==> config.mk <==
export PLATFORM = sky130hd
export DESIGN_NAME = dircc_multi_send_handler_flat
export DESIGN_NICKNAME = d
export VERILOG_FILES = /design/src/rtl/dircc_multi_send_handler_if.sv /design/src/rtl/dircc_multi_send_handler.sv /design/src/flat_wrapper.sv
export SDC_FILE = /design/constraint.sdc
export NUM_CORES = 1
export LEC_CHECK = 0
export BUFFER_PORTS_ARGS = -buffer_cell sky130_fd_sc_hd__buf_2
export CORE_AREA = 2 2 268 270
export CTS_BUF_LIST = sky130_fd_sc_hd__clkbuf_4
export CTS_CLUSTER_DIAMETER = 40
export CTS_CLUSTER_SIZE = 30
export DETAILED_ROUTE_END_ITERATION = 16
export DIE_AREA = 0 0 270 272
export GPL_TIMING_DRIVEN = 0
export HOLD_SLACK_MARGIN = 0.06
export PLACE_DENSITY = 0.46
export SYNTH_ARGS = -nofsm -noshare
export SYNTH_HDL_FRONTEND = slang
export SYNTH_SLANG_ARGS = --single-unit
==> constraint.sdc <==
create_clock -name clk -period 2.4 [get_ports clk]
set_clock_uncertainty 0.2 [all_clocks]
set_input_delay 0.48 -clock clk [delete_from_list [all_inputs] [get_ports clk]]
set_output_delay 0.48 -clock clk [all_outputs]
set_load 0.02 [all_outputs]
==> src/rtl/dircc_multi_send_handler_if.sv <==
// Shared DiRCC device-state/packet types and the handler's memory/router-facing bundle.
// master is the handler's view; slave is the memory/router environment's view.
package dircc_multi_send_handler_pkg;
   localparam int DIRCC_STATE_WIDTH = 8;
   localparam int USER_STATE_WIDTH  = 288;
   localparam int PACKET_DATA_WIDTH = 32;

   localparam logic [DIRCC_STATE_WIDTH-1:0] DIRCC_STATE_RUNNING = 8'h01;
   localparam logic [DIRCC_STATE_WIDTH-1:0] DIRCC_STATE_DONE    = 8'h04;
   localparam logic [DIRCC_STATE_WIDTH-1:0] DIRCC_STATE_STOPPED = 8'h08;

   typedef struct packed {
      logic [DIRCC_STATE_WIDTH-1:0] dircc_state;
      logic [DIRCC_STATE_WIDTH-1:0] dircc_state_extra;
      logic [USER_STATE_WIDTH-1:0]  user_state;
   } device_state_t;

   typedef logic [PACKET_DATA_WIDTH-1:0] packet_data_t;
endpackage

interface dircc_multi_send_handler_if #(
   parameter int ADDRESS_MEM_WIDTH = 32,
   parameter int PIN_WIDTH         = 2
);
   import dircc_multi_send_handler_pkg::*;

   logic [ADDRESS_MEM_WIDTH-1:0] address;
   device_state_t                read_state;
   logic                         read_state_valid;
   packet_data_t                 packet_out;
   logic [PIN_WIDTH-1:0]         packet_out_pin;
   logic                         packet_out_valid;
   logic                         packet_out_ready;
   device_state_t                write_state;
   logic                         write_state_valid;
   logic                         busy;

   modport master (
      input  address, read_state, read_state_valid, packet_out_ready,
      output packet_out, packet_out_pin, packet_out_valid,
             write_state, write_state_valid, busy
   );

   modport slave (
      output address, read_state, read_state_valid, packet_out_ready,
      input  packet_out, packet_out_pin, packet_out_valid,
             write_state, write_state_valid, busy
   );
endinterface

==> src/rtl/dircc_multi_send_handler.sv <==
// Multi-pin DiRCC send handler: round-robin pin pick, one packet per activation, state write-back.
// Define DIRCC_SEND_HANDLER_BROADCAST_EN to serve every pending pin once per activation.
module dircc_multi_send_handler
   import dircc_multi_send_handler_pkg::*;
#(
   parameter int ADDRESS_MEM_WIDTH = 32,
   parameter int NUM_PINS          = 4,
   parameter int RTS_WIDTH         = 16,
   parameter int COUNT_WIDTH       = 16
) (
   input logic clk,
   input logic reset_n,
   dircc_multi_send_handler_if.master bus
);
   localparam int PIN_W     = (NUM_PINS > 1) ? $clog2(NUM_PINS) : 1;
   localparam int COUNT_LSB = NUM_PINS * RTS_WIDTH;

   typedef enum logic [1:0] {IDLE, SEND, WRITEBACK} fsm_t;

   fsm_t                         state, state_next;
   device_state_t                held;
   logic [ADDRESS_MEM_WIDTH-1:0] held_address_unused;
   logic [PIN_W-1:0]             rr_ptr, sel_pin, entry_pin;
   logic [NUM_PINS-1:0]          in_nz, held_nz;
   logic                         entry_found;
   logic [USER_STATE_WIDTH-1:0]  dec_user;
   logic                         start, accept;
`ifdef DIRCC_SEND_HANDLER_BROADCAST_EN
   logic [NUM_PINS-1:0]          served, dec_nz;
   logic [PIN_W-1:0]             cont_pin;
   logic                         cont_found;
`endif

   // Returns {found, pin}: first set mask bit searching upward from from+1, wrapping.
   function automatic logic [PIN_W:0] pick_next(input logic [NUM_PINS-1:0] mask,
                                                input logic [PIN_W-1:0] from);
      logic             found;
      logic [PIN_W-1:0] pin;
      int               idx;
      found = 1'b0;
      pin   = '0;
      for (int k = 1; k <= NUM_PINS; k++) begin
         idx = int'(from) + k;
         if (idx >= NUM_PINS) idx = idx - NUM_PINS;
         if (!found && mask[PIN_W'(idx)]) begin
            found = 1'b1;
            pin   = PIN_W'(idx);
         end
      end
      return {found, pin};
   endfunction

   always_comb begin
      in_nz    = '0;
      held_nz  = '0;
      dec_user = held.user_state;
      for (int p = 0; p < NUM_PINS; p++) begin
         in_nz[p]   = |bus.read_state.user_state[p*RTS_WIDTH +: RTS_WIDTH];
         held_nz[p] = |held.user_state[p*RTS_WIDTH +: RTS_WIDTH];
         if (PIN_W'(p) == sel_pin)
            dec_user[p*RTS_WIDTH +: RTS_WIDTH] = held.user_state[p*RTS_WIDTH +: RTS_WIDTH] - RTS_WIDTH'(1);
      end
      {entry_found, entry_pin} = pick_next(in_nz, rr_ptr);
   end

`ifdef DIRCC_SEND_HANDLER_BROADCAST_EN
   // Next pin still pending after this decrement that has not been served this activation.
   always_comb begin
      dec_nz = '0;
      for (int p = 0; p < NUM_PINS; p++)
         dec_nz[p] = |dec_user[p*RTS_WIDTH +: RTS_WIDTH];
      {cont_found, cont_pin} = pick_next(dec_nz & ~served, sel_pin);
   end
`endif

   always_comb begin
      state_next = state;
      start      = 1'b0;
      accept     = 1'b0;
      case (state)
         IDLE: begin
            if (bus.read_state_valid && entry_found) begin
               start      = 1'b1;
               state_next = SEND;
            end
         end
         SEND: begin
            if (bus.packet_out_ready) begin
               accept = 1'b1;
`ifdef DIRCC_SEND_HANDLER_BROADCAST_EN
               state_next = cont_found ? SEND : WRITEBACK;
`else
               state_next = WRITEBACK;
`endif
            end
         end
         WRITEBACK: state_next = IDLE;
         default:   state_next = IDLE;
      endcase
   end

   assign bus.packet_out_valid  = (state == SEND);
   assign bus.write_state_valid = (state == WRITEBACK);
   assign bus.busy              = (state != IDLE);
   assign bus.packet_out_pin    = sel_pin;
   assign bus.packet_out        = packet_data_t'(held.user_state[COUNT_LSB +: COUNT_WIDTH]);

   // A DONE device whose last pending send has drained is marked stopped.
   always_comb begin
      bus.write_state = held;
      if (~|held_nz && |(held.dircc_state & DIRCC_STATE_DONE))
         bus.write_state.dircc_state = DIRCC_STATE_DONE | DIRCC_STATE_STOPPED;
   end

   always_ff @(posedge clk) begin
      if (!reset_n) begin
         state               <= IDLE;
         held                <= '0;
         held_address_unused <= '0;
         rr_ptr              <= PIN_W'(NUM_PINS - 1);
         sel_pin             <= '0;
`ifdef DIRCC_SEND_HANDLER_BROADCAST_EN
         served              <= '0;
`endif
      end else begin
         state <= state_next;
         if (start) begin
            held                <= bus.read_state;
            held_address_unused <= bus.address;
            sel_pin             <= entry_pin;
`ifdef DIRCC_SEND_HANDLER_BROADCAST_EN
            served              <= NUM_PINS'(1) << entry_pin;
`endif
         end
         if (accept) begin
            held.user_state <= dec_user;
            rr_ptr          <= sel_pin;
`ifdef DIRCC_SEND_HANDLER_BROADCAST_EN
            if (cont_found) begin
               sel_pin <= cont_pin;
               served  <= served | (NUM_PINS'(1) << cont_pin);
            end
`endif
         end
      end
   end
endmodule
==> src/flat_wrapper.sv <==
// flat-port wrapper written by rule: the top's interface ports become plain ports
module dircc_multi_send_handler_flat import dircc_multi_send_handler_pkg::*;
#(
   parameter int ADDRESS_MEM_WIDTH = 32,
   parameter int NUM_PINS          = 4,
   parameter int RTS_WIDTH         = 16,
   parameter int COUNT_WIDTH       = 16
)
  (clk, reset_n, bus_address, bus_read_state, bus_read_state_valid, bus_packet_out_ready, bus_packet_out, bus_packet_out_pin, bus_packet_out_valid, bus_write_state, bus_write_state_valid, bus_busy);
  dircc_multi_send_handler_if #(.ADDRESS_MEM_WIDTH(ADDRESS_MEM_WIDTH)) bus_i ();
  input logic clk;
  input logic reset_n;
  input wire logic [$bits(bus_i.address)-1:0] bus_address;
  input wire logic [$bits(bus_i.read_state)-1:0] bus_read_state;
  input wire logic [$bits(bus_i.read_state_valid)-1:0] bus_read_state_valid;
  input wire logic [$bits(bus_i.packet_out_ready)-1:0] bus_packet_out_ready;
  output wire logic [$bits(bus_i.packet_out)-1:0] bus_packet_out;
  output wire logic [$bits(bus_i.packet_out_pin)-1:0] bus_packet_out_pin;
  output wire logic [$bits(bus_i.packet_out_valid)-1:0] bus_packet_out_valid;
  output wire logic [$bits(bus_i.write_state)-1:0] bus_write_state;
  output wire logic [$bits(bus_i.write_state_valid)-1:0] bus_write_state_valid;
  output wire logic [$bits(bus_i.busy)-1:0] bus_busy;
  assign bus_i.address = bus_address;
  assign bus_i.read_state = bus_read_state;
  assign bus_i.read_state_valid = bus_read_state_valid;
  assign bus_i.packet_out_ready = bus_packet_out_ready;
  assign bus_packet_out = bus_i.packet_out;
  assign bus_packet_out_pin = bus_i.packet_out_pin;
  assign bus_packet_out_valid = bus_i.packet_out_valid;
  assign bus_write_state = bus_i.write_state;
  assign bus_write_state_valid = bus_i.write_state_valid;
  assign bus_busy = bus_i.busy;
  dircc_multi_send_handler #(.ADDRESS_MEM_WIDTH(ADDRESS_MEM_WIDTH), .NUM_PINS(NUM_PINS), .RTS_WIDTH(RTS_WIDTH), .COUNT_WIDTH(COUNT_WIDTH)) u_core (.clk(clk), .reset_n(reset_n), .bus(bus_i));
endmodule
# --- Word-level counts from Yosys, hierarchy flattened ---
# Cells that the tools add are included.
word_totals:
  n_memories: 0
  output_inout_bits: 341
  input_bits: 340
  ram_bits: 0
  latch_bits: 0
  romBits: 0
  ff_bits: 310
op_classes:
  n_mul: 0
  n_eq_ne: 11
  n_reduce_logical: 24
  div_mod_pow: 0
  bitwise: 1
  n_addsub: 12
  shifts: 0
  n_lt_le_gt_ge: 8
  n_mux: 38
ops:
  columns: ["op", "count"]
  rows:
  - ["$mux W64", 2]
  - ["$mux W16", 4]
  - ["$reduce_or A16 Y1", 4]
  - ["$reduce_or A64 Y1", 1]
  - ["$sub A16 B1 Y16 const B", 4]
  - ["$mux W2", 10]
  - ["$lt A2 B4 Y1 const B", 4]
  - ["$mux W1", 16]
  - ["$reduce_and A2 Y1", 6]
  - ["$ne A2 B2 Y1 const B", 5]
  - ["$ge A3 B3 Y1 const B", 3]
  - ["$bmux W1 S2", 4]
  - ["$mux W8", 1]
  - ["$sub A2 B1 Y2 const B", 4]
  - ["$add A2 B2 Y3 const B", 2]
  - ["$logic_and A1 B1 Y1", 5]
  - ["$add A2 B3 Y4 const B", 1]
  - ["$eq A2 B2 Y1 const A", 2]
  - ["$ge A4 B3 Y1 const B", 1]
  - ["$logic_not A1 Y1", 4]
  - ["$logic_not A2 Y1", 2]
  - ["$pmux W2 S2", 1]
  - ["$reduce_bool A2 Y1", 2]
  - ["$add A2 B1 Y3 const B", 1]
  - ["other kinds (5)", 5]

# --- Logic depth before layout (Yosys ltp) ---
# Gate-level depths: netlist (run 1).
logic_depth:
  ltp_word: 21
  mapped_depth: 9
  ltp_nobuf: 8

# --- Worst setup path after synthesis (run 1) ---
# No wires, ideal clock.
synth_path:
  path_type: "register to output"
  from: "reg u_core.held, in the netlist u_core.bus.write_state[7]"
  to: "out bus_write_state[296]"
  required_time_ns: 1.720
  path_slack_ns: -0.151
  stages_incl_launch_ff: 8
  path_buffers: 1
  t_arrival_ns: 1.871
  cell_sequence: "dfxtp_1 > or3_1 > clkbuf_1 > nor4_1 > nand3_1 > nor2_1 > nand4_1 > and2_1"
synth_between:
  elab_chain_len: 4
synth_lines:
  columns: ["item", "line", "text"]
  rows:
  - ["start, declared", "dircc_multi_send_handler.sv:21", "device_state_t held;"]
  - ["start signal, assigned", "dircc_multi_send_handler.sv:128", "held <= bus.read_state;"]
  - ["$reduce_or A64 Y1", "dircc_multi_send_handler.sv:111", "if (~|held_nz && |(held.dircc_state & DIRCC_STATE_DONE))"]
  - ["$logic_not A1 Y1", "dircc_multi_send_handler.sv:111", null]
  - ["$logic_and A1 B1 Y1", "dircc_multi_send_handler.sv:111", null]
  - ["$mux W8", "dircc_multi_send_handler.sv:111", null]
  - ["end, declared", "flat_wrapper.sv:20", "output wire logic [$bits(bus_i.write_state)-1:0] bus_write_state;"]
# Every way passes these cells.

# --- Worst setup path after layout (run 1) ---
layout_path:
  from: "reg u_core.held, in the netlist u_core.bus.write_state[40]"
  to: "out bus_write_state[303]"
# The elaborated chain is that of the path after synthesis.

==> tab_implementation.tex, run 1 <==
\begin{tabular}{lr}
\hline
Metric & Value \\
\hline
\multicolumn{2}{l}{\textbf{STA}} \\
\quad Fmax & 300 MHz \\
\quad Pin slew with the least headroom to its limit & 1.05 ns \\
\quad Period minus WS final & 3.34 ns \\
\quad Tightest hold margin & 0.201 ns \\
\quad RSZ-0062 raised after global routing & true \\
\quad Final cycle utilization of the critical path & 1.39 \\
\quad Final Hold Fails & 0 \\
\quad Worst slew slack as a fraction of its limit & 0.298 \\
\quad Worst setup slack after layout & -0.935 ns \\
\quad Count of final setup violators & 7 \\
\quad Final-report max-slew violation count & 0 \\
\multicolumn{2}{l}{\textbf{Synth}} \\
\quad Number of instances in the synthesized netlist & 2019 \\
\quad Fraction of post-synthesis cell area in the top cell type by area & 0.409 \\
\quad Dominant synthesized flop cell & sky130\_fd\_sc\_hd\_\_dfxtp\_1 \\
\quad Parity-gate share of the synthesized area counting xor and xnor cells & 0 \\
\quad Yosys top cell by area & sky130\_fd\_sc\_hd\_\_dfxtp\_1 \\
\quad Ys Warns & 0 \\
\quad Post-synthesis adder-cell area fraction & 0.00659 \\
\quad Share of synthesized flip-flops with an asynchronous set or reset & 0 \\
\quad Mean area per synthesized cell & 7.52 µm² \\
\quad Count of distinct cell types in the synthesized netlist & 55 \\
\quad Most area-consuming cells after synthesis & sky130\_fd\_sc\_hd\_\_dfxtp\_1, sky130\_fd\_sc\_hd\_\_buf\_4, sky130\_fd\_sc\_hd\_\_nand2\_1 \\
\quad Dominant combinational cell family by area after synthesis & simple AND/OR/NAND/NOR gates \\
\quad Count of flip-flops with a built-in enable after synthesis & 0 \\
\quad Share of the synthesized area in compound gates (AO/OA/AOI/OAI) & 0.171 \\
\quad Number of register bits inferred by synthesis & 310 \\
\quad Fraction of synthesized area in multiplexers & 0.000659 \\
\quad Simple-gate share of the synthesized area & 0.211 \\
\quad Post-synthesis sequential area ratio & 0.409 \\
\quad Mapped Area & 0.0152 mm² \\
\multicolumn{2}{l}{\textbf{Final layout}} \\
\quad Layout cell share with drive strength beyond 1 & 0.399 \\
\quad Most used cells in the layout excluding fill and tap cells & sky130\_fd\_sc\_hd\_\_buf\_2, sky130\_fd\_sc\_hd\_\_nand2\_1, sky130\_fd\_sc\_hd\_\_buf\_4 \\
\quad Signed area change from the synthesized netlist to the final layout & 61.5\% \\
\quad Final design utilization & 0.347 \\
\quad Leading cell type in the layout, fill and taps excluded & sky130\_fd\_sc\_hd\_\_buf\_2 \\
\quad Final layout net count & 3415 \\
\quad Final standard cell area without fillers & 0.0245 mm² \\
\multicolumn{2}{l}{\textbf{Global route}} \\
\quad Wire length of the first global-routing pass & 103000 µm \\
\quad Initial antenna violation count & 7 \\
\quad Via count of the first global-routing pass & 17.1k \\
\quad Total grt overflow & 0 \\
\quad Pin count of the biggest net entering global routing & 11 \\
\quad Global routing usage summed across all routing layers & 0.182 \\
\multicolumn{2}{l}{\textbf{Power}} \\
\quad Static Leakage & 11.7 nW \\
\quad Largest vdd supply drop & 0.326 mV \\
\quad Design Power & 15.5 mW \\
\quad Ratio of total power to cell area & 631 mW/mm² \\
\multicolumn{2}{l}{\textbf{Place}} \\
\quad Final weighted congestion of routability-driven global placement & 0.858 \\
\quad Area of placed instances & 0.0197 mm² \\
\quad Post-DP HPWL & 52300 µm \\
\quad Post-Place Worst Slack & -2.12 ns \\
\quad Number of port buffers & 631 \\
\multicolumn{2}{l}{\textbf{Detailed routing}} \\
\quad Via count & 17.3k \\
\quad Detailed-route wire length per cell & 17.2 µm \\
\quad DRC Markers & 0 \\
\quad Detailed router's first-iteration violation count & 906 \\
\quad First drt pass iteration count & 7 \\
\quad Remaining antenna violation count after routing & 0 \\
\quad Average via count per standard cell & 4.24 \\
\quad Total length of routed wires & 70100 µm \\
\multicolumn{2}{l}{\textbf{Floorplan}} \\
\quad Top Ports & 681 \\
\quad Chip height & 272 µm \\
\quad Width of the chip & 270 µm \\
\quad Core region area & 0.0708 mm² \\
\quad Initial cell density of the core & 0.215 \\
\quad Std cell rows & 98 \\
\quad Die ar. & 0.0734 mm² \\
\multicolumn{2}{l}{\textbf{Worst setup path}} \\
\quad Data arrival time of the worst path & 2.66 ns \\
\quad Worst setup path category & flip-flop to output pin \\
\quad CP Max Fanout & 7 \\
\quad Endpoint type of the worst setup path & output pin \\
\quad CP delay by family, top & simple AND/OR/NAND/NOR gates \\
\quad Bufs and invs on worst path & 2 \\
\quad Max incr delay on CP & 0.41 ns \\
\quad CP startpoint kind & flip-flop \\
\quad Critical-path cell list & or3\_4, nor3\_4, nand4\_1, nor2\_1, nand4\_1, buf\_6, and2\_4, buf\_6 \\
\quad Standard cell with the maximum stage delay on the critical path & sky130\_fd\_sc\_hd\_\_or3\_4 \\
\quad Worst Path Required & 1.72 ns \\
\multicolumn{2}{l}{\textbf{Clock tree}} \\
\quad Clock latency on the worst-skew pair & 0.80 ns \\
\quad Clk sink count & 310 \\
\quad Root cell of the clock tree & sky130\_fd\_sc\_hd\_\_clkbuf\_4 \\
\quad Level count of the clock H-tree & 3 \\
\quad TritonCTS clock tree & built \\
\quad Clock Tree Buf Depth & 3 \\
\quad Clock transition at the register clock pins on the worst setup and hold paths after CTS & 0.08 ns \\
\quad Number of buffers inserted during clock tree synthesis & 69 \\
\multicolumn{2}{l}{\textbf{Min path}} \\
\quad Min-Delay Path Class & primary input to flip-flop \\
\multicolumn{2}{l}{\textbf{Run}} \\
\quad Number of violations of the max-capacitance limit & 0 \\
\multicolumn{2}{l}{\textbf{Outcome}} \\
\quad Run status & finished, violations left \\
\quad Violated checks & negative setup slack \\
\hline
\end{tabular}
==> metrics by stage <==
| stage | cells | TNS, ns |
|---|---|---|
| after detailed placement | 3615 | -426.19 |
| final | 4077 | -6.45 |
| after global placement | 3615 | -424.48 |
| after CTS | 4067 | -8.10 |
| after global routing | 4077 | -7.37 |
| after floorplan | 2034 | -8.92 |
==> sequential cells by signal, summed over array words and instances, names as in the netlist <==
signal / cells
u_core.bus.write_state: 280
u_core.state: 2
u_core.held: 8
u_core.bus.packet_out_pin: 2
u_core.rr_ptr: 2
u_core.bus.packet_out: 16
==> cell type report <==
class | instances | area (µm²)
flip-flops and latches | 310 | 6250
clock inverters | 48 | 608
fillers | 7771 | 46200
inverters | 12 | 45.0
diodes | 4 | 10.0
clock buffers | 79 | 593
multi-input cells | 1263 | 6240
plain buffers | 447 | 3100
well taps | 950 | 1190
repair buffers | 964 | 6480
==> routing by layer <==
metal / global-route usage / wire, µm / vias to the layer above
li1: - / - / 8538
met1: 0.218 / 29100 / 7961
met2: 0.314 / 33900 / 672
met3: 0.0479 / 5190 / 128
met4: 0.0608 / 1840 / 4
met5: 0 / 29 / -
==> logic make-up after synthesis <==
group	count (synthesis)
AO/OA/AOI/OAI	462
adder cells (fa/ha/maj)	8
buffers and inverters	461
flip-flops	310
multiplexers	1
other	1
AND/OR/NAND/NOR	776
==> what timing repair did <==
| item | 4_1_cts | 5_1_grt |
|---|---|---|
| resized for setup | 81 | 69 |
| cloned | 0 | 0 |
| setup endpoints to repair | 316 | 220 |
| hold buffers | 307 | 0 |
| hold endpoints to repair | 305 | 0 |
| setup buffers | 19 | 7 |
| pin swaps | 22 | 11 |
==> worst min-delay path, delay by kind of cell <==
kind                   cells  cell delay (ns)
AO/OA/AOI/OAI              2             0.31
AND/OR/NAND/NOR            1             0.27
buffers and inverters      1             0.10
==> synth_stat cells (3+ instances only) <==
master,instances
sky130_fd_sc_hd__nand2_1,598
sky130_fd_sc_hd__buf_4,329
sky130_fd_sc_hd__a21oi_1,311
sky130_fd_sc_hd__dfxtp_1,310
sky130_fd_sc_hd__clkbuf_1,86
sky130_fd_sc_hd__nor2_1,59
sky130_fd_sc_hd__o21ai_0,49
sky130_fd_sc_hd__nor4_1,27
sky130_fd_sc_hd__nor3_1,21
sky130_fd_sc_hd__buf_2,19
sky130_fd_sc_hd__nand3_1,16
sky130_fd_sc_hd__o31ai_1,16
sky130_fd_sc_hd__o21ai_1,14
sky130_fd_sc_hd__buf_6,11
sky130_fd_sc_hd__inv_1,11
sky130_fd_sc_hd__and2_1,10
sky130_fd_sc_hd__o21a_1,10
sky130_fd_sc_hd__o41ai_1,10
sky130_fd_sc_hd__or3_1,10
sky130_fd_sc_hd__ha_1,8
sky130_fd_sc_hd__nand4_1,8
sky130_fd_sc_hd__o211ai_1,8
sky130_fd_sc_hd__a32o_1,7
sky130_fd_sc_hd__a31oi_1,6
sky130_fd_sc_hd__a31o_2,5
sky130_fd_sc_hd__nand3b_1,5
sky130_fd_sc_hd__a211oi_1,4
sky130_fd_sc_hd__buf_1,4
sky130_fd_sc_hd__nand2b_1,4
sky130_fd_sc_hd__a21boi_2,3
sky130_fd_sc_hd__a22o_1,3
sky130_fd_sc_hd__nor2b_1,3
sky130_fd_sc_hd__nor3b_1,3
sky130_fd_sc_hd__or4_1,3
==> report_power, final <==
group / internal, mW / switching (mW)
clock network: 3.17 / 2.54
registers: 5.50 / 0.291
logic: 1.79 / 2.18
==> path summary, 6_finish.rpt <==
| path | start | end | depth (start not counted) | slack [ns] |
|---|---|---|---|---|
| hold reg to reg | u_core.bus.write_state[216]$_SDFFE_PN0P_ | u_core.bus.write_state[216]$_SDFFE_PN0P_ | 2 | 0.25 |
| setup reg to reg | u_core.bus.write_state[48]$_SDFFE_PN0P_ | u_core.bus.write_state[61]$_SDFFE_PN0P_ | 6 | 0.09 |
| hold / removal | bus_read_state_valid | u_core.bus.packet_out_pin[0]$_SDFFE_PN0P_ | 4 | 0.20 |
| setup / recovery | u_core.bus.write_state[40]$_SDFFE_PN0P_ | bus_write_state[303] | 8 | -0.94 |
Note: power is estimated with default switching activity, not from simulation.
==> inputs of run 2 (changes only) <==
--- a/config.mk
+++ b/config.mk
@@ -15,6 +15,7 @@
 export GPL_TIMING_DRIVEN = 0
 export HOLD_SLACK_MARGIN = 0.06
 export PLACE_DENSITY = 0.46
+export SKIP_LAST_GASP = 1
 export SYNTH_ARGS = -nofsm -noshare
 export SYNTH_HDL_FRONTEND = slang
 export SYNTH_SLANG_ARGS = --single-unit
==> tab_implementation.tex, run 2 (synthesized netlist as in run 1, its figures left out) <==
\begin{tabular}{lr}
\hline
Metric & Value \\
\hline
\multicolumn{2}{l}{\textbf{Floorplan}} \\
\quad Top Ports & 681 (unchanged) \\
\quad Chip height & 272 µm (unchanged) \\
\quad Die ar. & 0.0734 mm² (unchanged) \\
\quad Core region area & 0.0708 mm² (unchanged) \\
\quad Initial cell density of the core & 0.215 (unchanged) \\
\quad Width of the chip & 270 µm (unchanged) \\
\quad Std cell rows & 98 (unchanged) \\
\multicolumn{2}{l}{\textbf{Final layout}} \\
\quad Most used cells in the layout excluding fill and tap cells & sky130\_fd\_sc\_hd\_\_buf\_2, sky130\_fd\_sc\_hd\_\_nand2\_1, sky130\_fd\_sc\_hd\_\_buf\_4 \\
\quad Total area of sequential cells & 0.00625 mm² (about the same) \\
\quad Filler cells & 7777 (+0.077\%) \\
\quad Multi-input gate area & 0.00624 mm² (unchanged) \\
\quad Filler-free cell count of the finished design & 4076 (-0.025\%) \\
\quad Final layout net count & 3414 (-0.029\%) \\
\quad Flip-flop count of the largest register, all copies and words added & 280 (unchanged) \\
\quad Leading cell type in the layout, fill and taps excluded & sky130\_fd\_sc\_hd\_\_buf\_2 \\
\quad Signed area change from the synthesized netlist to the final layout & 61.5\% (about the same) \\
\quad Layout cell share with drive strength beyond 1 & 0.398 (about the same) \\
\multicolumn{2}{l}{\textbf{Detailed routing}} \\
\quad First drt pass iteration count & 5 (-2) \\
\quad Via count & 17.3k (+0.064\%) \\
\quad Remaining antenna violation count after routing & 0 (unchanged) \\
\quad Total length of routed wires & 69900 µm (-0.26\%) \\
\quad Detailed-route wire length per cell & 17.2 µm (-0.24\%) \\
\quad Average via count per standard cell & 4.25 (about the same) \\
\quad Detailed router's first-iteration violation count & 862 (-4.9\%) \\
\quad DRC Markers & 0 (unchanged) \\
\multicolumn{2}{l}{\textbf{Global route}} \\
\quad Pin count of the biggest net entering global routing & 11 (unchanged) \\
\quad Total grt overflow & 0 (unchanged) \\
\quad Global routing usage summed across all routing layers & 0.182 (about the same) \\
\quad Wire length of the first global-routing pass & 103000 µm (about the same) \\
\quad Initial antenna violation count & 7 (unchanged) \\
\quad Via count of the first global-routing pass & 17.1k (+0.029\%) \\
\multicolumn{2}{l}{\textbf{STA}} \\
\quad Final Hold Fails & 0 (unchanged) \\
\quad Fmax & 300 MHz (about the same) \\
\quad Period minus WS final & 3.34 ns (+0.00281 ns) \\
\quad RSZ-0062 raised after global routing & true \\
\quad Tightest hold margin & 0.199 ns (-0.00211 ns) \\
\quad Worst slew slack as a fraction of its limit & 0.294 (-0.00373) \\
\quad Pin slew with the least headroom to its limit & 1.06 ns (+0.00559 ns) \\
\quad Final cycle utilization of the critical path & 1.39 (about the same) \\
\quad Worst setup slack after layout & -0.938 ns (-0.00281 ns) \\
\quad Total negative setup slack & -6.47 ns (-0.0203 ns) \\
\quad Count of final setup violators & 7 (unchanged) \\
\quad Final-report max-slew violation count & 0 (unchanged) \\
\multicolumn{2}{l}{\textbf{Clock tree}} \\
\quad Level count of the clock H-tree & 3 (unchanged) \\
\quad Clock transition at the register clock pins on the worst setup and hold paths after CTS & 0.08 ns (about the same) \\
\quad Clock latency on the worst-skew pair & 0.79 ns (about the same) \\
\quad Number of buffers inserted during clock tree synthesis & 69 (unchanged) \\
\quad Clk sink count & 310 (unchanged) \\
\quad TritonCTS clock tree & built \\
\quad Root cell of the clock tree & sky130\_fd\_sc\_hd\_\_clkbuf\_4 \\
\quad Clock Tree Buf Depth & 3 (unchanged) \\
\multicolumn{2}{l}{\textbf{Place}} \\
\quad Number of port buffers & 631 (unchanged) \\
\quad Total placed cells including tap cells & 3615 (unchanged) \\
\quad Post-DP HPWL & 52300 µm (unchanged) \\
\quad Final weighted congestion of routability-driven global placement & 0.858 (unchanged) \\
\multicolumn{2}{l}{\textbf{Worst setup path}} \\
\quad Slack of the worst reg-to-reg path & 0.09 ns (about the same) \\
\quad Worst reg-to-reg path cell count & 6 (unchanged) \\
\quad Worst setup path category & flip-flop to output pin \\
\quad Worst reg2reg endpoint & u\_core.bus.write\_state[63]\$\_SDFFE\_PN0P\_ \\
\quad Startpoint of the most critical register-to-register path & u\_core.bus.write\_state[48]\$\_SDFFE\_PN0P\_ \\
\quad CP Max Fanout & 7 (unchanged) \\
\quad Endpoint type of the worst setup path & output pin \\
\quad Data arrival time of the worst path & 2.66 ns (about the same) \\
\quad Worst Path Required & 1.72 ns (about the same) \\
\quad CP startpoint kind & flip-flop \\
\quad Timing startpoint of the critical path & u\_core.bus.write\_state[7]\$\_SDFFE\_PN0P\_ \\
\multicolumn{2}{l}{\textbf{Power}} \\
\quad Combinational power share & 0.256 (about the same) \\
\quad Net switching component of the power & 5.01 mW (-0.15\%) \\
\quad Internal power consumption & 10.5 mW (about the same) \\
\quad Sequential fraction of design power & 0.374 (about the same) \\
\quad Static Leakage & 11.8 nW (about the same) \\
\quad Switching part of the total power & 0.324 (-0.000334) \\
\quad Largest vdd supply drop & 0.325 mV (-0.35\%) \\
\quad Ratio of total power to cell area & 631 mW/mm² (about the same) \\
\quad Relative contribution of the clock network to total power & 0.369 (about the same) \\
\multicolumn{2}{l}{\textbf{Run}} \\
\quad Number of violations of the max-capacitance limit & 0 (unchanged) \\
\multicolumn{2}{l}{\textbf{Min path}} \\
\quad Count of cells along the worst hold path & 4 (unchanged) \\
\quad Source of the worst hold timing path & reset\_n \\
\quad Worst-case hold path end point & u\_core.bus.write\_state[44]\$\_SDFFE\_PN0P\_ \\
\quad Min-Delay Path Class & primary input to flip-flop \\
\multicolumn{2}{l}{\textbf{Outcome}} \\
\quad Run status & finished, violations left \\
\quad Violated checks & negative setup slack \\
\hline
\end{tabular}
-- run 2: cell types whose count changed in the layout (fill, tap and decap cells not counted), sizes merged --
cell    delta
clkbuf     -1
-- run 2: repair_timing --
| action | 4_1_cts | 5_1_grt |
|---|---|---|
| hold buffers | 307 | 0 |
| gates resized for setup | 77 | 76 |
| buffers inserted | 19 | 7 |
| cloned | 0 | 0 |
| pin swaps | 21 | 12 |
| hold endpoints to repair | 305 | 0 |
| endpoints found under the setup margin | 316 | 249 |
-- run 2: worst max path at each step --
stage / end / slack, ns / cells after the start
after floorplan: u_core.bus.write_state[101]$_SDFFE_PN0P_ / -0.06 / 9
after global placement: u_core.bus.write_state[143]$_SDFFE_PN0P_ / -2.10 / 9
after detailed placement: u_core.bus.write_state[143]$_SDFFE_PN0P_ / -2.12 / 9
after CTS: bus_write_state[303] / -1.17 / 8
after global routing: bus_write_state[303] / -1.06 / 8
final: bus_write_state[303] / -0.94 / 8
-- run 2: layer usage --
layer  part of all wire  routed length, µm  vias up  global-route usage
li1                   -                  -     8534                   -
met1               0.42              29100     7967               0.219
met2               0.48              33900      691               0.315
met3              0.073               5100      118              0.0465
met4              0.026               1820        4              0.0592
met5            0.00041                 29        -                   0
-- run 2: power groups by stage --
stage | registers (mW) | logic, mW | clock network [mW]
6_report | 5.79 | 3.97 | 5.71
5_1_grt | 5.83 | 4.29 | 6.16
2_1_floorplan | 5.79 | 2.18 | 0
4_1_cts | 5.77 | 3.95 | 5.93
3_3_place_gp | 5.88 | 3.43 | 0
3_5_place_dp | 5.88 | 3.42 | 0
-- run 2: cell type report --
| type | instances | area share |
|---|---|---|
| sequential | 310 | 0.255 |
| inverter | 12 | 0.00184 |
| multi-input combinational | 1263 | 0.255 |
| clock inverter | 48 | 0.0248 |
| timing repair buffer | 964 | 0.264 |
| buffer | 446 | 0.127 |
| tap | 950 | 0.0485 |
| antenna | 4 | 0.000408 |
| clock buffer | 79 | 0.0242 |
-- run 2: worst max-delay path, cell delays in order, from the launching register on --
cell,delay [ns]
sky130_fd_sc_hd__dfxtp_4,0.38
sky130_fd_sc_hd__or3_4,0.41
sky130_fd_sc_hd__nor4_4,0.21
sky130_fd_sc_hd__nand3_2,0.16
sky130_fd_sc_hd__nor2_1,0.11
sky130_fd_sc_hd__nand4_1,0.10
sky130_fd_sc_hd__buf_6,0.18
sky130_fd_sc_hd__and2_4,0.15
sky130_fd_sc_hd__buf_6,0.12
-- run 2: per-stage QoR --
| step | instance area [µm²] | utilization | worst slack [ns] | power, mW |
|---|---|---|---|---|
| 2_1_floorplan | 15400 | - | -0.0580 | 7.97 |
| 3_3_place_gp | 19700 | 0.279 | -2.10 | 9.31 |
| 3_5_place_dp | 19700 | 0.279 | -2.12 | 9.30 |
| 4_1_cts | 24400 | 0.344 | -1.17 | 15.7 |
| 5_1_grt | 24500 | 0.347 | -1.06 | 16.3 |
| 6_report | 24500 | 0.347 | -0.938 | 15.5 |
==> inputs of run 3 (changes only) <==
--- a/config.mk
+++ b/config.mk
@@ -5,16 +5,17 @@
 export SDC_FILE = /design/constraint.sdc
 export NUM_CORES = 1
 export LEC_CHECK = 0
+export ABC_AREA = 1
 export BUFFER_PORTS_ARGS = -buffer_cell sky130_fd_sc_hd__buf_2
-export CORE_AREA = 2 2 268 270
+export CORE_AREA = 2 2 266 268
 export CTS_BUF_LIST = sky130_fd_sc_hd__clkbuf_4
 export CTS_CLUSTER_DIAMETER = 40
 export CTS_CLUSTER_SIZE = 30
 export DETAILED_ROUTE_END_ITERATION = 16
-export DIE_AREA = 0 0 270 272
+export DIE_AREA = 0 0 268 270
 export GPL_TIMING_DRIVEN = 0
 export HOLD_SLACK_MARGIN = 0.06
-export PLACE_DENSITY = 0.46
+export PLACE_DENSITY = 0.48
 export SKIP_LAST_GASP = 1
 export SYNTH_ARGS = -nofsm -noshare
 export SYNTH_HDL_FRONTEND = slang
==> tab_implementation.tex, run 3 <==
\begin{tabular}{lr}
\hline
Metric & Value \\
\hline
\multicolumn{2}{l}{\textbf{Outcome}} \\
\quad Run status & finished, violations left \\
\quad Violated checks & negative setup slack \\
\multicolumn{2}{l}{\textbf{Synth}} \\
\quad Dominant synthesized flop cell & sky130\_fd\_sc\_hd\_\_dfxtp\_1 \\
\quad Number of register bits inferred by synthesis & 310 (unchanged) \\
\quad Post-synthesis sequential area ratio & 0.383 (-0.0252) \\
\quad Ys Warns & 0 (unchanged) \\
\quad Share of synthesized flip-flops with an asynchronous set or reset & 0 (unchanged) \\
\quad Yosys top cell by area & sky130\_fd\_sc\_hd\_\_dfxtp\_1 \\
\quad Count of distinct cell types in the synthesized netlist & 42 (-24\%) \\
\quad Number of instances in the synthesized netlist & 2318 (+15\%) \\
\quad Synth top cells by count & sky130\_fd\_sc\_hd\_\_nor2\_1, sky130\_fd\_sc\_hd\_\_buf\_4, sky130\_fd\_sc\_hd\_\_dfxtp\_1 \\
\quad Mapped Area & 0.0162 mm² (+6.6\%) \\
\quad Most area-consuming cells after synthesis & sky130\_fd\_sc\_hd\_\_dfxtp\_1, sky130\_fd\_sc\_hd\_\_buf\_4, sky130\_fd\_sc\_hd\_\_nor2\_1 \\
\quad Top-count cell post-synth & sky130\_fd\_sc\_hd\_\_nor2\_1 \\
\quad Count of flip-flops with a built-in enable after synthesis & 0 (unchanged) \\
\quad Fraction of post-synthesis cell area in the top cell type by area & 0.383 (-0.0252) \\
\quad Mean area per synthesized cell & 6.98 µm² (-7.2\%) \\
\multicolumn{2}{l}{\textbf{STA}} \\
\quad Total negative setup slack & -21.15 ns (-14.68 ns) \\
\quad Count of final setup violators & 277 (+270) \\
\quad Period minus WS final & 3.36 ns (+0.0231 ns) \\
\quad Final Hold Fails & 0 (unchanged) \\
\quad Worst setup slack after layout & -0.961 ns (-0.0231 ns) \\
\quad Pin slew with the least headroom to its limit & 1.03 ns (-0.0331 ns) \\
\quad Fmax & 298 MHz (-0.69\%) \\
\quad RSZ-0062 raised after global routing & true \\
\quad Final-report max-slew violation count & 0 (unchanged) \\
\quad Tightest hold margin & 0.220 ns (+0.0212 ns) \\
\quad Worst slew slack as a fraction of its limit & 0.316 (+0.0221) \\
\quad Final cycle utilization of the critical path & 1.40 (+0.00962) \\
\multicolumn{2}{l}{\textbf{Detailed routing}} \\
\quad Remaining antenna violation count after routing & 0 (unchanged) \\
\quad Detailed router's first-iteration violation count & 941 (+9.2\%) \\
\quad Average via count per standard cell & 4.27 (+0.56\%) \\
\quad First drt pass iteration count & 5 (unchanged) \\
\quad Detailed-route wire length per cell & 17.7 µm (+3.4\%) \\
\quad Via count & 19.0k (+9.7\%) \\
\quad Total length of routed wires & 78900 µm (+13\%) \\
\quad DRC Markers & 0 (unchanged) \\
\multicolumn{2}{l}{\textbf{Clock tree}} \\
\quad Clock transition at the register clock pins on the worst setup and hold paths after CTS & 0.09 ns (about the same) \\
\quad Number of buffers inserted during clock tree synthesis & 76 (+10\%) \\
\quad Clk sink count & 310 (unchanged) \\
\quad Root cell of the clock tree & sky130\_fd\_sc\_hd\_\_clkbuf\_4 \\
\quad Level count of the clock H-tree & 3 (unchanged) \\
\quad Clock latency on the worst-skew pair & 0.79 ns (about the same) \\
\quad TritonCTS clock tree & built \\
\quad Clock Tree Buf Depth & 3 (unchanged) \\
\multicolumn{2}{l}{\textbf{Global route}} \\
\quad Initial antenna violation count & 10 (+3) \\
\quad Global routing usage summed across all routing layers & 0.190 (+0.00853) \\
\quad Pin count of the biggest net entering global routing & 13 (+2) \\
\quad Wire length of the first global-routing pass & 105000 µm (+2.0\%) \\
\quad Total grt overflow & 0 (unchanged) \\
\quad Via count of the first global-routing pass & 18.0k (+5.3\%) \\
\multicolumn{2}{l}{\textbf{Worst setup path}} \\
\quad Worst Path Required & 1.72 ns (about the same) \\
\quad Critical-path cell list & inv\_2, ha\_4, nand3\_2, or4\_4, nor3\_4, buf\_6, and2\_4, nor2\_2, buf\_6 \\
\quad CP startpoint kind & flip-flop \\
\quad Max incr delay on CP & 0.56 ns (+0.15 ns) \\
\quad CP Max Fanout & 6 (-1) \\
\quad Worst setup path category & flip-flop to output pin \\
\quad Data arrival time of the worst path & 2.68 ns (+0.02 ns) \\
\quad Critical Path Most Common Cell & sky130\_fd\_sc\_hd\_\_buf\_6 \\
\quad Endpoint type of the worst setup path & output pin \\
\quad Bufs and invs on worst path & 3 (+1) \\
\quad CP delay by family, top & simple AND/OR/NAND/NOR gates \\
\quad Standard cell with the maximum stage delay on the critical path & sky130\_fd\_sc\_hd\_\_or4\_4 \\
\multicolumn{2}{l}{\textbf{Run}} \\
\quad Number of violations of the max-capacitance limit & 0 (unchanged) \\
\multicolumn{2}{l}{\textbf{Floorplan}} \\
\quad Chip height & 270 µm (-0.74\%) \\
\quad Top Ports & 681 (unchanged) \\
\quad Core region area & 0.0695 mm² (-1.7\%) \\
\quad Initial cell density of the core & 0.233 (+0.0181) \\
\quad Width of the chip & 268 µm (-0.74\%) \\
\quad Die ar. & 0.0724 mm² (-1.5\%) \\
\quad Std cell rows & 97 (-1.0\%) \\
\multicolumn{2}{l}{\textbf{Final layout}} \\
\quad Final layout net count & 3786 (+11\%) \\
\quad Flip-flop count of the largest register, all copies and words added & 280 (unchanged) \\
\quad Filler-free cell count of the finished design & 4447 (+9.1\%) \\
\quad Leading cell type in the layout, fill and taps excluded & sky130\_fd\_sc\_hd\_\_buf\_2 \\
\quad Signed area change from the synthesized netlist to the final layout & 81.8\% \\
\quad Most used cells in the layout excluding fill and tap cells & sky130\_fd\_sc\_hd\_\_buf\_2, sky130\_fd\_sc\_hd\_\_nor2\_1, sky130\_fd\_sc\_hd\_\_buf\_4 \\
\quad Layout cell share with drive strength beyond 1 & 0.475 (+0.0763) \\
\multicolumn{2}{l}{\textbf{Min path}} \\
\quad Min-Delay Path Class & primary input to flip-flop \\
\multicolumn{2}{l}{\textbf{Power}} \\
\quad Ratio of total power to cell area & 606 mW/mm² (-3.8\%) \\
\quad Design Power & 17.8 mW (+15\%) \\
\quad Static Leakage & 14.4 nW (+22\%) \\
\quad Largest vdd supply drop & 0.468 mV (+44\%) \\
\multicolumn{2}{l}{\textbf{Place}} \\
\quad Number of port buffers & 631 (unchanged) \\
\quad Total placed cells including tap cells & 3904 (+8.0\%) \\
\quad Post-DP HPWL & 55100 µm (+5.3\%) \\
\quad Final weighted congestion of routability-driven global placement & 0.888 (+3.6\%) \\
\quad Post-Place Worst Slack & -1.15 ns (+0.972 ns) \\
\hline
\end{tabular}
==> run 3: metal layers <==
metal,up-vias,global-route usage,part of all wire
li1,9355,-,-
met1,8773,0.232,0.41
met2,719,0.318,0.48
met3,146,0.0536,0.082
met4,2,0.0670,0.031
met5,-,0,0.00016
==> run 3: logic make-up (layout without fill, tap and decap cells) <==
logic type	Yosys count	in the layout	share of synthesized area
DFF	310	310	0.383
buffers and inverters	551	1719	0.223
AOI/OAI and AO/OA	379	379	0.120
and+or+nand+nor	1055	1055	0.259
adders and majority gates	8	8	0.00619
xor gates and xnor gates	13	13	0.00750
muxes	1	1	0.000619
other	1	22	0.000232
==> run 3: worst paths after layout <==
kind,slack (ns),end,start,depth (start not counted)
setup / recovery,-0.96,bus_write_state[303],u_core.bus.write_state[17]$_SDFFE_PN0P_,9
setup reg to reg,-0.06,u_core.bus.packet_out[3]$_SDFFE_PN0P_,u_core.rr_ptr[0]$_SDFFE_PN1P_,14
hold reg to reg,0.27,u_core.bus.write_state[191]$_SDFFE_PN0P_,u_core.bus.write_state[191]$_SDFFE_PN0P_,2
hold / removal,0.22,u_core.bus.write_state[219]$_SDFFE_PN0P_,bus_read_state[219],4
==> run 3: repair_timing <==
item	CTS	global route
pin swaps	6	154
endpoints found under the setup margin	214	319
resized for setup	77	773
hold buffers	305	0
setup buffers	13	19
gates cloned	0	63
hold endpoints to repair	305	0
==> run 3: worst register-to-register path, delay by kind of cell, from the launching register on <==
kind	cells	cell delay, ns
buf+inv	6	0.95
compound gates	1	0.17
flops	1	0.33
xor+xnor	1	0.23
simple gates	6	0.51
==> run 3: area by class of cell <==
class,instances,area [µm²]
antenna,6,15.0
clock buffer,93,698
clock inverter,48,514
timing repair buffer,1026,8050
sequential,310,6230
timing repair inverter,2,31.3
fill,7146,40100
multi-input combinational,1472,8430
buffer,453,3870
inverter,97,395
tap,940,1180
==> run 3: stage by stage <==
stage	instance area, µm²	util
final	29400	0.423
after floorplan	16200	-
after global placement	20600	0.296
after detailed placement	20600	0.296
after CTS	25100	0.361
after global routing	29400	0.423
==> run 3: where the power goes <==
part	total (mW)	internal (mW)	switching (mW)	leakage, nW
clock network	5.65	3.01	2.64	0.669
logic	6.07	2.96	3.10	11.1
registers	6.12	5.63	0.492	2.58
total	17.8	11.6	6.23	14.4
